### src/rtl/hazard_pkg.sv
// Shared types and opcode constants for the SimpleRISC data-hazard scoreboard.
package hazard_pkg;

  localparam logic [4:0] OP_ADD  = 5'b00000;
  localparam logic [4:0] OP_SUB  = 5'b00001;
  localparam logic [4:0] OP_MUL  = 5'b00010;
  localparam logic [4:0] OP_DIV  = 5'b00011;
  localparam logic [4:0] OP_MOD  = 5'b00100;
  localparam logic [4:0] OP_CMP  = 5'b00101;
  localparam logic [4:0] OP_AND  = 5'b00110;
  localparam logic [4:0] OP_OR   = 5'b00111;
  localparam logic [4:0] OP_NOT  = 5'b01000;
  localparam logic [4:0] OP_MOV  = 5'b01001;
  localparam logic [4:0] OP_LSL  = 5'b01010;
  localparam logic [4:0] OP_LSR  = 5'b01011;
  localparam logic [4:0] OP_ASR  = 5'b01100;
  localparam logic [4:0] OP_NOP  = 5'b01101;
  localparam logic [4:0] OP_LD   = 5'b01110;
  localparam logic [4:0] OP_ST   = 5'b01111;
  localparam logic [4:0] OP_BEQ  = 5'b10000;
  localparam logic [4:0] OP_BGT  = 5'b10001;
  localparam logic [4:0] OP_B    = 5'b10010;
  localparam logic [4:0] OP_CALL = 5'b10011;
  localparam logic [4:0] OP_RET  = 5'b10100;

  localparam logic [3:0] RA_IDX = 4'd15;

  typedef struct packed {
    logic       valid;
    logic [3:0] dest;
    logic       is_load;
  } sb_entry_t;

  typedef struct packed {
    logic       has_src1;
    logic [3:0] src1;
    logic       has_src2;
    logic [3:0] src2;
    logic       writes;
    logic [3:0] dest;
    logic       is_load;
  } dec_t;

endpackage

### src/rtl/insn_decode.sv
// Extracts register read/write usage of one SimpleRISC instruction word.
module insn_decode
  import hazard_pkg::*;
(
  input  logic [31:0] ir_i,
  output dec_t        dec_o
);

  logic [4:0] op;
  logic       imm;
  logic [3:0] rd, rs1, rs2;
  logic       unused_bits;

  assign op          = ir_i[31:27];
  assign imm         = ir_i[26];
  assign rd          = ir_i[25:22];
  assign rs1         = ir_i[21:18];
  assign rs2         = ir_i[17:14];
  assign unused_bits = ^ir_i[13:0];

  always_comb begin
    dec_o.has_src1 = 1'b1;
    dec_o.src1     = rs1;
    dec_o.has_src2 = ~imm;
    dec_o.src2     = rs2;
    dec_o.writes   = 1'b1;
    dec_o.dest     = rd;
    dec_o.is_load  = (op == OP_LD);
    case (op)
      OP_NOP, OP_B, OP_BEQ, OP_BGT: begin
        dec_o.has_src1 = 1'b0;
        dec_o.has_src2 = 1'b0;
        dec_o.writes   = 1'b0;
      end
      OP_CALL: begin
        dec_o.has_src1 = 1'b0;
        dec_o.has_src2 = 1'b0;
        dec_o.dest     = RA_IDX;
      end
      OP_RET: begin
        dec_o.src1     = RA_IDX;
        dec_o.has_src2 = 1'b0;
        dec_o.writes   = 1'b0;
      end
      OP_NOT, OP_MOV: dec_o.has_src1 = 1'b0;
      // store data comes from rd, independent of the immediate bit
      OP_ST: begin
        dec_o.has_src2 = 1'b1;
        dec_o.src2     = rd;
        dec_o.writes   = 1'b0;
      end
      OP_CMP: dec_o.writes = 1'b0;
      default: ;
    endcase
  end

endmodule

### src/rtl/hazard_scoreboard.sv
// In-flight destination scoreboard beside OF: stall decision, per-operand
// forward select, EX-hold/flush handling and a saturating stall counter.
module hazard_scoreboard
  import hazard_pkg::*;
#(
  parameter int DEPTH  = 3,
  parameter bit FWD_EN = 1'b1,
  parameter int SEL_W  = $clog2(DEPTH+1),
  parameter int CNT_W  = 32
) (
  input  logic             clk,
  input  logic             rst_n,
  input  logic             of_valid,
  input  logic [31:0]      of_ir,
  input  logic             ex_hold,
  input  logic             flush,
  output logic             stall,
  output logic [SEL_W-1:0] fwd_sel_a,
  output logic [SEL_W-1:0] fwd_sel_b,
  output logic [SEL_W-1:0] inflight,
  output logic [CNT_W-1:0] stall_cnt
);

  dec_t                  dec;
  sb_entry_t [DEPTH:1]   sb_q, sb_d;
  sb_entry_t             new_ent;
  logic [DEPTH:1]        m1, m2;
  logic [SEL_W-1:0]      pri_a, pri_b, cnt_v;
  logic                  gate, hz, hazard_stall, issue;
  logic [CNT_W-1:0]      stall_cnt_q, stall_cnt_d;

  insn_decode u_dec (.ir_i(of_ir), .dec_o(dec));

  for (genvar k = 1; k <= DEPTH; k++) begin : g_match
    assign m1[k] = sb_q[k].valid & dec.has_src1 & (dec.src1 == sb_q[k].dest);
    assign m2[k] = sb_q[k].valid & dec.has_src2 & (dec.src2 == sb_q[k].dest);
  end

  // Walk from the oldest stage down so the youngest match wins.
  always_comb begin
    pri_a = '0;
    pri_b = '0;
    cnt_v = '0;
    for (int k = DEPTH; k >= 1; k--) begin
      if (m1[k]) pri_a = SEL_W'(k);
      if (m2[k]) pri_b = SEL_W'(k);
    end
    for (int k = 1; k <= DEPTH; k++) cnt_v = cnt_v + SEL_W'(sb_q[k].valid);
  end

  assign gate         = of_valid & ~flush;
  assign hz           = FWD_EN ? (sb_q[1].is_load & (m1[1] | m2[1])) : |(m1 | m2);
  assign hazard_stall = gate & hz;
  assign stall        = hazard_stall | ex_hold;
  assign fwd_sel_a    = (FWD_EN && gate && !hazard_stall) ? pri_a : '0;
  assign fwd_sel_b    = (FWD_EN && gate && !hazard_stall) ? pri_b : '0;
  assign inflight     = cnt_v;
  assign stall_cnt    = stall_cnt_q;

  assign issue           = of_valid & ~stall & ~flush;
  assign new_ent.valid   = issue & dec.writes;
  assign new_ent.dest    = new_ent.valid ? dec.dest : '0;
  assign new_ent.is_load = new_ent.valid & dec.is_load;

  // Under ex_hold EX keeps its instruction, a bubble enters MA and older drain.
  assign sb_d[1] = ex_hold ? sb_q[1] : new_ent;
  for (genvar k = 2; k <= DEPTH; k++) begin : g_shift
    if (k == 2) begin : g_s2
      assign sb_d[k] = ex_hold ? sb_entry_t'('0) : sb_q[k-1];
    end else begin : g_sn
      assign sb_d[k] = sb_q[k-1];
    end
  end

  assign stall_cnt_d = (stall && !(&stall_cnt_q)) ? stall_cnt_q + 1'b1 : stall_cnt_q;

  always_ff @(posedge clk or negedge rst_n) begin
    if (!rst_n) begin
      sb_q        <= '0;
      stall_cnt_q <= '0;
    end else begin
      sb_q        <= sb_d;
      stall_cnt_q <= stall_cnt_d;
    end
  end

endmodule
### config.mk
export PLATFORM = sky130hd
export DESIGN_NAME = hazard_scoreboard
export DESIGN_NICKNAME = d
export VERILOG_FILES = /design/src/rtl/hazard_pkg.sv /design/src/rtl/insn_decode.sv /design/src/rtl/hazard_scoreboard.sv
export SDC_FILE = /design/constraint.sdc
export NUM_CORES = 1
export LEC_CHECK = 0
export ABC_AREA = 1
export CAP_MARGIN = 20
export CELL_PAD_IN_SITES_DETAIL_PLACEMENT = 0
export CELL_PAD_IN_SITES_GLOBAL_PLACEMENT = 2
export CORE_AREA = 3 3 119 121
export CTS_CLUSTER_DIAMETER = 50
export DETAILED_ROUTE_END_ITERATION = 16
export DIE_AREA = 0 0 122 124
export PLACE_DENSITY = 0.85
export SYNTH_ARGS = -nofsm -noshare
export SYNTH_HDL_FRONTEND = slang
export SYNTH_SLANG_ARGS = --single-unit
### constraint.sdc
create_clock -name clk -period 2.2 [get_ports clk]
set_clock_uncertainty 0.2 [all_clocks]
set_input_delay 0.44 -clock clk [delete_from_list [all_inputs] [get_ports clk]]
set_output_delay 0.44 -clock clk [all_outputs]
set_load 0.02 [all_outputs]
==> results.sh <==
export IMPL_hold_viol=0
export IMPL_core_um2=13190
export IMPL_async_flop_share_pct=100.0
export IMPL_p_sw_share_pct=30.42
export IMPL_synth_flop_cell="dfrtp_1"
export IMPL_fin_area_um2=5390
export IMPL_diodes=0
export IMPL_pwr_share_seq_pct=37.6
export IMPL_p_leak_nw=2.595
export IMPL_num_vias=3558
export IMPL_layout_cells_non_filler=783
export IMPL_portBuffers=61
export IMPL_setup_ws_ps=-350.4
export IMPL_cts_root_buf="clkbuf_16"
export IMPL_grt_pass1_wl_um=18160
export IMPL_post_drt_wl_per_cell_um=14.59
export IMPL_outcome="complete, but fails checks"
export IMPL_holdCritPathClass="in -> async"
export IMPL_drive_above_1_share_pct=29.65
export IMPL_final_min_clock_period_ps=2550
export IMPL_crit_path_start_kind="input port"
export IMPL_setup_viol=37
export IMPL_ys_seq_elements=48
export IMPL_die_x_um=122
export IMPL_maxSlewHeadroom_pct=58.00
export IMPL_synth_edf_count=0
export IMPL_clk_pin_slew_ps=70
export IMPL_yosysUniqueCellTypes=29
export IMPL_grt_usage_pct=15.01
export IMPL_drt_iter0_markers=215
export IMPL_synth_area_leaders="dfrtp_1 36%, nand2_1 16%, nand3_1 9.2%"
export IMPL_cts_tree="built"
export IMPL_place_area_um2=4622
export IMPL_syn_instance_count=468
export IMPL_mappedNetlistNets=507
export IMPL_vdd_drop_max_uv=321.1
export IMPL_worstMarginPinSlew_ps=630.1
export IMPL_worst_hold_slack_ps=34.53
export IMPL_avgSynthCellArea_um2=7.055
export IMPL_ys_seq_area_share_pct=36.38
export IMPL_clockPowerShare_pct=33.7
export IMPL_antenna_found_initial=0
export IMPL_hpwl_um=8330
export IMPL_routed_wl_um=11430
export IMPL_grt_overflow_total=0
export IMPL_postCtsHoldBufs=0
export IMPL_yosysTopAreaCellShare_pct=36.38
export IMPL_period_share_pct=115.9
export IMPL_yosys_warnings=0
export IMPL_num_nets_final=645
export IMPL_rsz0062_at_grt="true"
export IMPL_internal_power_mw=1.841
export IMPL_combPwrFrac_pct=28.8
export IMPL_finalWeightedCongestion=0.8718
export IMPL_mostFrequentLayoutCell="nand2_1"
export IMPL_clk_path_buf_depth=2
export IMPL_fp_row_count=42
export IMPL_net_switching_power_mw=0.8050
export IMPL_ios=76
export IMPL_drv_slew=0
export IMPL_tns_ps=-3827
export IMPL_numClockSinks=48
export IMPL_synth_area_um2=3302
export IMPL_first_global_vias=3623
export IMPL_cap_violations=0
export IMPL_mostFrequentLayoutCells="108 x nand2_1, 58 x buf_4, 55 x nand3_1"
export IMPL_drc=0
export IMPL_cts_max_level=2
export IMPL_total_power_mw=2.646
export IMPL_violations="setup timing"
export IMPL_max_clock_freq_ghz=0.3921
export IMPL_criticalPathCategory="in -> out"
export IMPL_dpl_cell_count=757
export IMPL_dieArea_um2=15130
export IMPL_die_h_um=124
export IMPL_firstDrtPassIters=4
export IMPL_postRouteAntennaNets=0
export IMPL_grt_start_max_net_pins=49
export IMPL_required_ps=1560
export IMPL_cts_buffers=5
export IMPL_arrival_ps=1910
export IMPL_viasPerCell=4.544
export IMPL_path_max_fanout=5
export IMPL_yosysTopAreaCell="dfrtp_1"
export IMPL_crit_path_end_kind="primary output"
export IMPL_areaGrowthSynthToFinish_pct=63.24
export IMPL_power_density_nw_per_um2=490.9
export IMPL_clock_latency_ps=290
export IMPL_start_util_pct=25.03
routing by layer:
layer / part of all wire [%] / GRT usage (%)
met1: 45 / 20.08
met2: 49 / 26.17
met3: 4.9 / 2.271
met4: 0.75 / 2.451
met5: 0 / 0
synthesized netlist by cell type (2+ instances only):
cell type    n
a21oi_1      5
buf_4        2
buf_6        4
clkbuf_1     2
dfrtp_1     48
inv_1       41
nand2_1    141
nand2_2      4
nand2_4      3
nand3_1     61
nand3_2      4
nand3b_1     4
nand4_1      9
nor2_1      56
nor3_1      15
nor4_1       8
o21ai_0      7
o22ai_1      4
xnor2_1     15
xor2_1      26
path summary, 6_finish.rpt:
path | end | slack, ps | cells past startpoint | from
setup reg to reg | stall_cnt[21] | -50 | 12 | stall_cnt[0]
min in group clk | sb_q[16] | 230 | 0 | sb_d[16]
hold reg to reg | sb_q[16] | 230 | 0 | sb_d[16]
max in group asynchronous | sb_q[5] | 1280 | 2 | rst_n
hold / removal | stall_cnt[14] | 30 | 2 | rst_n
setup / recovery | fwd_sel_a[0] | -350 | 12 | of_ir[30]
critical path, stage by stage:
cell	delay (ps)
buf_8	100
buf_6	110
nor2_4	100
nand3_4	120
buf_6	150
nand2_4	70
buf_12	100
xnor2_1	110
nand4_1	160
nand2b_4	180
a21oi_4	130
buf_6	130
power groups by stage:
stage	combinational, mW	clock [mW]	sequential, mW
finish	0.761	0.891	0.994
global route	0.833	0.946	1.00
CTS	0.719	0.916	0.979
detailed placement	0.650	0	0.995
global placement	0.639	0	0.995
floorplan	0.242	0	1.06
state kept, by name, indices dropped and copies added, names as in the netlist:
| register | flops |
|---|---|
| stall_cnt | 32 |
| sb_d | 5 |
| sb_q | 11 |
cell type report:
cell class	instances	area, um^2
Clock buffer	5	125.1
Inverter	42	165.2
Clock inverter	3	47.55
Tap cell	176	220.2
Sequential cell	48	1205
Fill cell	1375	7800
Timing Repair Buffer	139	1388
Multi-Input combinational cell	370	2240
stage by stage:
stage          worst slack (ps)  utilization (%)
2_1_floorplan            -118.1                -
3_3_place_gp              -1367            35.04
3_5_place_dp              -1449            35.04
4_1_cts                  -403.9            38.69
5_1_grt                  -433.2            40.87
6_report                 -350.4            40.87
cells by family (layout without fill, tap and decap cells):
logic type / Yosys count / after routing / share of synthesized area [%]
XOR/XNOR: 41 / 41 / 10.88
buffers and inverters: 51 / 189 / 6.972
AND/OR/NAND/NOR: 309 / 310 / 41.95
adder cells (fa/ha/maj): 2 / 2 / 0.9852
flip-flops: 48 / 48 / 36.38
AO/OA/AOI/OAI: 17 / 17 / 2.842
timing repair:
item / 4_1_cts / 5_1_grt
setup buffers: 7 / 6
cloned: 3 / 2
setup endpoints to repair: 45 / 40
resized for setup: 122 / 51
pin swaps: 18 / 31
hold endpoints to repair: 0 / 0
Power figures use the tool's default switching activity.
